[src/rtl/puf_session_if.sv]
// -----------------------------------------------------------------------------
// puf_session_if
//   Handshake/control bundle between the PUF session sequencer and the UART /
//   PUF / response-FIFO data path.
//
//   master : the sequencer (puf_session_ctrl)
//   slave  : the data path (UART rx/tx, PUF core, response FIFO, tx mux)
//
//   rx_valid        dp -> ctrl  new rx byte pulse (byte held until next pulse)
//   id_requested    dp -> ctrl  current rx byte equals the request ID
//   tx_start        ctrl -> dp  UART tx latches its data input
//   tx_done         dp -> ctrl  UART tx finished the byte
//   data_sel        ctrl -> dp  tx mux: 0 = ID, 1 = FIFO output
//   store_challenge ctrl -> dp  challenge register load enable
//   puf_start       ctrl -> dp  PUF evaluates the stored challenge
//   puf_done        dp -> ctrl  PUF responses written to the FIFO
//   fifo_empty      dp -> ctrl  response FIFO empty
//   fifo_rd_en      ctrl -> dp  FIFO pop, data valid the following cycle
//   busy            ctrl -> dp  sequencer not idle
//   err_timeout     ctrl -> dp  PUF did not finish in time
//   rx_dropped      ctrl -> dp  rx byte arrived while it could not be used
// -----------------------------------------------------------------------------
interface puf_session_if;
  logic rx_valid;
  logic id_requested;
  logic tx_start;
  logic tx_done;
  logic data_sel;
  logic store_challenge;
  logic puf_start;
  logic puf_done;
  logic fifo_empty;
  logic fifo_rd_en;
  logic busy;
  logic err_timeout;
  logic rx_dropped;

  modport master (
    input  rx_valid, id_requested, tx_done, puf_done, fifo_empty,
    output tx_start, data_sel, store_challenge, puf_start, fifo_rd_en,
           busy, err_timeout, rx_dropped
  );

  modport slave (
    output rx_valid, id_requested, tx_done, puf_done, fifo_empty,
    input  tx_start, data_sel, store_challenge, puf_start, fifo_rd_en,
           busy, err_timeout, rx_dropped
  );
endinterface

[src/rtl/puf_session_ctrl.sv]
// -----------------------------------------------------------------------------
// puf_session_ctrl
//   Session sequencer for the PUF UART data path. Waits for an ID request on
//   the rx byte stream, returns the ID, takes the next byte as a challenge,
//   runs the PUF with a timeout, then streams N_RESPONSES bytes from the
//   response FIFO to UART tx.
//
//   Ports
//     clk    global clock
//     reset  synchronous, active-high; aborts any session immediately
//     bus    puf_session_if.master, see the interface header for signals
//
//   Every output is a register. Each strobe is high during the first cycle
//   of the state that owns it (tx_start for responses is the exception: it
//   sits one cycle after the FIFO pop so the FIFO output is valid).
// -----------------------------------------------------------------------------
module puf_session_ctrl #(
  parameter int N_RESPONSES = 4,     // 1..255
  parameter int PUF_TIMEOUT = 1024,  // >= 2
  parameter int CNT_W       = 16     // 2**CNT_W > PUF_TIMEOUT
) (
  input  logic          clk,
  input  logic          reset,
  puf_session_if.master bus
);

  typedef enum logic [3:0] {
    S_IDLE,
    S_SEND_ID,
    S_WAIT_ID_TX,
    S_WAIT_CHAL,
    S_CAPTURE,
    S_START,
    S_RUN,
    S_DRAIN_POP,
    S_DRAIN_TX,
    S_WAIT_RESP_TX
  } state_e;

  // RUN gives up when the incremented count hits this value, so the PUF gets
  // PUF_TIMEOUT-1 RUN cycles and err_timeout lands PUF_TIMEOUT cycles after
  // puf_start.
  localparam logic [CNT_W-1:0] TMO_LIMIT = CNT_W'(PUF_TIMEOUT - 1);
  localparam logic [8:0]       N_RESP9   = 9'(N_RESPONSES);

  state_e           state_q, state_d;
  logic [CNT_W-1:0] tmo_cnt_q, tmo_cnt_d;
  logic [7:0]       resp_cnt_q, resp_cnt_d;

  logic tx_start_q,        tx_start_d;
  logic data_sel_q,        data_sel_d;
  logic store_challenge_q, store_challenge_d;
  logic puf_start_q,       puf_start_d;
  logic fifo_rd_en_q,      fifo_rd_en_d;
  logic busy_q,            busy_d;
  logic err_timeout_q,     err_timeout_d;
  logic rx_dropped_q,      rx_dropped_d;

  // ---------------------------------------------------------------------------
  // Next state, counters and next output values
  // ---------------------------------------------------------------------------
  always_comb begin
    state_d       = state_q;
    tmo_cnt_d     = tmo_cnt_q;
    resp_cnt_d    = resp_cnt_q;
    err_timeout_d = 1'b0;

    case (state_q)
      S_IDLE: begin
        // Non-ID bytes in IDLE are simply not for us; they are not "dropped".
        if (bus.rx_valid && bus.id_requested) state_d = S_SEND_ID;
      end

      S_SEND_ID:    state_d = S_WAIT_ID_TX;

      S_WAIT_ID_TX: if (bus.tx_done) state_d = S_WAIT_CHAL;

      // Any byte is a challenge here, even one equal to the request ID.
      S_WAIT_CHAL:  if (bus.rx_valid) state_d = S_CAPTURE;

      S_CAPTURE:    state_d = S_START;

      S_START: begin
        tmo_cnt_d = '0;
        state_d   = S_RUN;
      end

      S_RUN: begin
        // puf_done takes priority over a timeout in the same cycle.
        if (bus.puf_done) begin
          resp_cnt_d = '0;
          state_d    = S_DRAIN_POP;
        end else begin
          tmo_cnt_d = tmo_cnt_q + 1'b1;
          if (tmo_cnt_d == TMO_LIMIT) begin
            err_timeout_d = 1'b1;
            state_d       = S_IDLE;
          end
        end
      end

      // Never pop an empty FIFO; wait as long as it takes.
      S_DRAIN_POP:  if (!bus.fifo_empty) state_d = S_DRAIN_TX;

      S_DRAIN_TX:   state_d = S_WAIT_RESP_TX;

      S_WAIT_RESP_TX: begin
        if (bus.tx_done) begin
          if (({1'b0, resp_cnt_q} + 9'd1) == N_RESP9) begin
            state_d = S_IDLE;
          end else begin
            resp_cnt_d = resp_cnt_q + 8'd1;
            state_d    = S_DRAIN_POP;
          end
        end
      end

      default: state_d = S_IDLE;
    endcase

    // Moore-style strobes keyed on the state being entered.
    tx_start_d        = (state_d == S_SEND_ID) || (state_q == S_DRAIN_TX);
    store_challenge_d = (state_d == S_CAPTURE);
    puf_start_d       = (state_d == S_START);
    fifo_rd_en_d      = (state_d == S_DRAIN_TX);
    data_sel_d        = (state_d inside {S_DRAIN_POP, S_DRAIN_TX, S_WAIT_RESP_TX});
    busy_d            = (state_d != S_IDLE);

    // Only IDLE and WAIT_CHAL consume rx bytes; anywhere else they are lost.
    rx_dropped_d      = bus.rx_valid && !(state_q inside {S_IDLE, S_WAIT_CHAL});
  end

  // ---------------------------------------------------------------------------
  // State and output registers
  // ---------------------------------------------------------------------------
  always_ff @(posedge clk) begin
    if (reset) begin
      state_q           <= S_IDLE;
      tmo_cnt_q         <= '0;
      resp_cnt_q        <= '0;
      tx_start_q        <= 1'b0;
      data_sel_q        <= 1'b0;
      store_challenge_q <= 1'b0;
      puf_start_q       <= 1'b0;
      fifo_rd_en_q      <= 1'b0;
      busy_q            <= 1'b0;
      err_timeout_q     <= 1'b0;
      rx_dropped_q      <= 1'b0;
    end else begin
      state_q           <= state_d;
      tmo_cnt_q         <= tmo_cnt_d;
      resp_cnt_q        <= resp_cnt_d;
      tx_start_q        <= tx_start_d;
      data_sel_q        <= data_sel_d;
      store_challenge_q <= store_challenge_d;
      puf_start_q       <= puf_start_d;
      fifo_rd_en_q      <= fifo_rd_en_d;
      busy_q            <= busy_d;
      err_timeout_q     <= err_timeout_d;
      rx_dropped_q      <= rx_dropped_d;
    end
  end

  assign bus.tx_start        = tx_start_q;
  assign bus.data_sel        = data_sel_q;
  assign bus.store_challenge = store_challenge_q;
  assign bus.puf_start       = puf_start_q;
  assign bus.fifo_rd_en      = fifo_rd_en_q;
  assign bus.busy            = busy_q;
  assign bus.err_timeout     = err_timeout_q;
  assign bus.rx_dropped      = rx_dropped_q;

endmodule

[src/flat_wrapper.sv]
// flat-port wrapper written by rule: the top's interface ports become plain ports
module puf_session_ctrl_flat 
#(
  parameter int N_RESPONSES = 4,              
  parameter int PUF_TIMEOUT = 1024,         
  parameter int CNT_W       = 16                              
)
  (clk, reset, bus_rx_valid, bus_id_requested, bus_tx_done, bus_puf_done, bus_fifo_empty, bus_tx_start, bus_data_sel, bus_store_challenge, bus_puf_start, bus_fifo_rd_en, bus_busy, bus_err_timeout, bus_rx_dropped);
  puf_session_if bus_i ();
  input  logic clk;
  input  logic reset;
  input wire logic [$bits(bus_i.rx_valid)-1:0] bus_rx_valid;
  input wire logic [$bits(bus_i.id_requested)-1:0] bus_id_requested;
  input wire logic [$bits(bus_i.tx_done)-1:0] bus_tx_done;
  input wire logic [$bits(bus_i.puf_done)-1:0] bus_puf_done;
  input wire logic [$bits(bus_i.fifo_empty)-1:0] bus_fifo_empty;
  output wire logic [$bits(bus_i.tx_start)-1:0] bus_tx_start;
  output wire logic [$bits(bus_i.data_sel)-1:0] bus_data_sel;
  output wire logic [$bits(bus_i.store_challenge)-1:0] bus_store_challenge;
  output wire logic [$bits(bus_i.puf_start)-1:0] bus_puf_start;
  output wire logic [$bits(bus_i.fifo_rd_en)-1:0] bus_fifo_rd_en;
  output wire logic [$bits(bus_i.busy)-1:0] bus_busy;
  output wire logic [$bits(bus_i.err_timeout)-1:0] bus_err_timeout;
  output wire logic [$bits(bus_i.rx_dropped)-1:0] bus_rx_dropped;
  assign bus_i.rx_valid = bus_rx_valid;
  assign bus_i.id_requested = bus_id_requested;
  assign bus_i.tx_done = bus_tx_done;
  assign bus_i.puf_done = bus_puf_done;
  assign bus_i.fifo_empty = bus_fifo_empty;
  assign bus_tx_start = bus_i.tx_start;
  assign bus_data_sel = bus_i.data_sel;
  assign bus_store_challenge = bus_i.store_challenge;
  assign bus_puf_start = bus_i.puf_start;
  assign bus_fifo_rd_en = bus_i.fifo_rd_en;
  assign bus_busy = bus_i.busy;
  assign bus_err_timeout = bus_i.err_timeout;
  assign bus_rx_dropped = bus_i.rx_dropped;
  puf_session_ctrl #(.N_RESPONSES(N_RESPONSES), .PUF_TIMEOUT(PUF_TIMEOUT), .CNT_W(CNT_W)) u_core (.clk(clk), .reset(reset), .bus(bus_i));
endmodule
[config.mk]
export PLATFORM = sky130hd
export DESIGN_NAME = puf_session_ctrl_flat
export DESIGN_NICKNAME = d
export VERILOG_FILES = /design/src/rtl/puf_session_if.sv /design/src/rtl/puf_session_ctrl.sv /design/src/flat_wrapper.sv
export SDC_FILE = /design/constraint.sdc
export NUM_CORES = 1
export LEC_CHECK = 0
export CORE_ASPECT_RATIO = 0.6
export CORE_UTILIZATION = 55
export CTS_CLUSTER_SIZE = 25
export DETAILED_ROUTE_END_ITERATION = 10
export HOLD_SLACK_MARGIN = 0.03
export PLACE_DENSITY_LB_ADDON = 0.1
export SYNTH_ARGS = -nofsm -noshare
export SYNTH_HDL_FRONTEND = slang
export SYNTH_SLANG_ARGS = --single-unit
export TNS_END_PERCENT = 50
[constraint.sdc]
create_clock -name clk -period 2.5 [get_ports clk]
set_clock_uncertainty 0.15 [all_clocks]
set_input_delay 0.5 -clock clk [delete_from_list [all_inputs] [get_ports clk]]
set_output_delay 0.5 -clock clk [all_outputs]
set_load 0.05 [all_outputs]
==> reports/qor.txt <==
Antenna Nets Post-Route: 0
asr flop ratio synth: 0%
first-pass GRT wire length: 9.23 mm
CTS Buffer Depth: 2
CTS Buf Count: 5
top area cells in the synthesized netlist: dfxtp_1 34%, a21oi_1 7.4%, nor2_1 6.1%, nand3_1 3.6%, nand2_1 3.0%
Clock Pin Slew Worst Setup and Hold Paths: 0.07 ns
layout overhead on the synthesized area: 17.8%
cell-internal power: 0.857 mW
Fillers: 292
initial antenna violation count: 0
commonest cells in the netlist: 36 x dfxtp_1, 34 x nor2_1, 31 x a21oi_1
Yosys top cell by area: dfxtp_1
Worst Setup Path Type: input pin to flip-flop
gr usage total: 30.1%
Core ar.: 0.00344 mm²
GR Util met1: 47.8%
DIE WIDTH: 81.6 µm
area share of the largest cell type after synthesis: 34.4%
GP Congestion: 0.900
Mapped Area: 0.00209 mm²
Post-Layout Cell Count: 340
status: finished, final reports clean
Initial Utilization: 60.8%
Logic pwr share: 10.3%
routed via count: 2174
final instance area: 0.00247 mm²
VDD IR max: 0.000377 V
DP Area: 0.00237 mm²
placed cells: 332
layer with the highest usage: met1
Worst EP required: 2.55 ns
Die Area: 0.00406 mm²
clock network power share: 38.0%
actual slew at the worst max-slew pin: 0.516 ns
largest net degree at the start of global routing: 14
Die Ht: 49.8 µm
P per Cell Area: 466 mW/mm²
syn nets: 281
Final min period: 2.40 ns
Ports: 15
max-cap violation count: 0
share of cells above drive strength 1: 10.8%
vias in the first global route: 1906
wire length per cell: 16.2 µm
crit end category: flip-flop
Pins Over Slew Limit: 0
fmax: 0.417 GHz
slowest stage cell, crit path: clkdlybuf4s50_1
Clk Latency, worst-skew pair: 0.29 ns
Net Sw Power: 0.292 mW
met2 Track Usage GR: 39.2%
GR met3 Demand/Resource: 6.48%
Final period util: 95.8%
CTS tree: done
CTS root buf: clkbuf_8
register area share after synthesis: 34.4%
crit-path max cell delay: 0.48 ns
Via-to-Cell Ratio: 6.39
slew margin rel.: 65.4%
Final Routed Wirelength: 5.49 mm
Reg2Reg Setup Slack: 0.17 ns
Post-Syn Instances: 271
Fin. Hold Viols: 0
GR Overflow Total: 0
switch share: 25.4%
H-tree depth: 2
critical path cell sequence: clkdlybuf4s50_1 > inv_1 > mux4_2 > and3_1 > a311oi_2 > nor4bb_2
setup TNS: 0 ns
initial drt markers: 324
# port buffers: 14
Top FF cell, synth: dfxtp_1
clock sink count: 36
final setup fails: 0
leakage: 0.821 nW
hold crit path type: flip-flop to flip-flop
type of origin of the critical path: input pin
YS warnings: 0
DRC errors left: 0
hold buffer count at CTS: 0
post-synth cell types: 50
CP Max Fanout: 5
diode count: 0
Seq cells post-synth: 36
HPWL after DPL: 4.01 mm
top-count cell post-synth: dfxtp_1
Final Net Count: 304
DR pass1 iterations: 7
Arr. time, crit path: 2.44 ns
Mapped Avg Cell Area: 7.72 µm²
Post-synth EDFFs: 0
row count: 16
Seq pwr share: 51.8%
-- power by group through the flow --
stage	Combinational, mW	Sequential (mW)	Clock [mW]
after global placement	0.112	0.608	0
after global routing	0.128	0.596	0.476
final	0.118	0.595	0.436
after floorplan	0.0582	0.616	0
after detailed placement	0.114	0.608	0
after CTS	0.114	0.594	0.446
-- timing repair --
action | in CTS | in global routing
endpoints found under the setup margin | 0 | 1
resized for setup | 0 | 1
setup buffers | 0 | 0
-- worst paths after layout --
kind / startpoint / endpoint / cells past startpoint
min: u_core.resp_cnt_q[7]$_SDFFE_PP0P_ / u_core.resp_cnt_q[7]$_SDFFE_PP0P_ / 1
max reg2reg: u_core.resp_cnt_q[0]$_SDFFE_PP0P_ / u_core.bus.store_challenge$_SDFF_PP0_ / 5
min reg2reg: u_core.resp_cnt_q[7]$_SDFFE_PP0P_ / u_core.resp_cnt_q[7]$_SDFFE_PP0P_ / 1
max: bus_rx_valid / u_core.bus.store_challenge$_SDFF_PP0_ / 6
-- worst max-delay path, delay by kind of cell --
kind                   cells  cell delay (ns)
muxes                      1             0.44
and+or+nand+nor            2             0.58
AOI/OAI and AO/OA          1             0.39
buffers and inverters      2             0.54
-- state kept, by name, indices dropped and copies added, names as in the netlist --
register,flops
u_core.bus.rx_dropped,1
u_core.resp_cnt_q,8
u_core.bus.store_challenge,1
u_core.bus.err_timeout,1
u_core.bus.puf_start,1
u_core.bus.fifo_rd_en,1
u_core.bus.data_sel,1
u_core.tmo_cnt_q,16
u_core.bus.busy,1
u_core.bus.tx_start,1
u_core.state_q,4
-- logic make-up after synthesis --
kind of cell,synth area share [%]
multiplexers,1.08
buffers and inverters,4.06
XOR/XNOR,2.09
AO/OA/AOI/OAI,22.8
AND/OR/NAND/NOR,33.8
adder cells (fa/ha/maj),1.79
flip-flops,34.4
-- per-layer routing --
layer	wire, µm	share of wire, %	vias up
met2	2130	39	124
met3	540	9.8	6
met4	55	1.0	0
met1	2770	50	997
li1	-	-	1047
met5	0	0	-
-- final cells by class --
class                   count  area, µm²  share of cell area (%)
flip-flops and latches     36        721                    29.2
inverters                   5       18.8                   0.761
clock buffers               7       86.3                    3.50
repair buffers             33        283                    11.5
clock inverters             1       7.51                   0.304
multi-input cells         213       1290                    52.5
well taps                  45       56.3                    2.28
-- layout by cell type (no fill, tap or decap), types with 3 or more instances in the layout --
| cell | Yosys | routed |
|---|---|---|
| nand2b_1 | 7 | 7 |
| or3_1 | 3 | 3 |
| nand2_1 | 17 | 17 |
| a211oi_1 | 4 | 4 |
| dfxtp_1 | 36 | 36 |
| a31oi_1 | 5 | 5 |
| nand4_1 | 5 | 5 |
| clkdlybuf4s50_1 | 0 | 14 |
| or4_1 | 3 | 3 |
| nor4_1 | 6 | 6 |
| clkbuf_8 | 0 | 6 |
| xor2_1 | 3 | 3 |
| nand3_1 | 15 | 15 |
| a21oi_1 | 31 | 31 |
| and3_1 | 5 | 5 |
| ha_1 | 3 | 3 |
| a311oi_1 | 4 | 4 |
| o21ai_1 | 9 | 9 |
| nand4b_1 | 3 | 3 |
| inv_1 | 5 | 5 |
| o31ai_1 | 3 | 3 |
| nor2b_1 | 5 | 5 |
| nor2_1 | 34 | 34 |
| buf_4 | 0 | 19 |
| o21ai_0 | 6 | 6 |
| nand3b_1 | 4 | 4 |
| nor3_1 | 6 | 6 |
-- through the flow --
stage	setup WS [ns]	hold WS [ns]	power [mW]	util, %
2_1_floorplan	0.231	0.308	0.674	-
3_3_place_gp	-0.0326	0.338	0.719	68.7
5_1_grt	-0.0412	0.377	1.20	71.6
6_report	0.104	0.347	1.15	71.6
4_1_cts	0.174	0.353	1.15	71.4
3_5_place_dp	-0.136	0.341	0.721	68.7
Power figures use the tool's default switching activity.
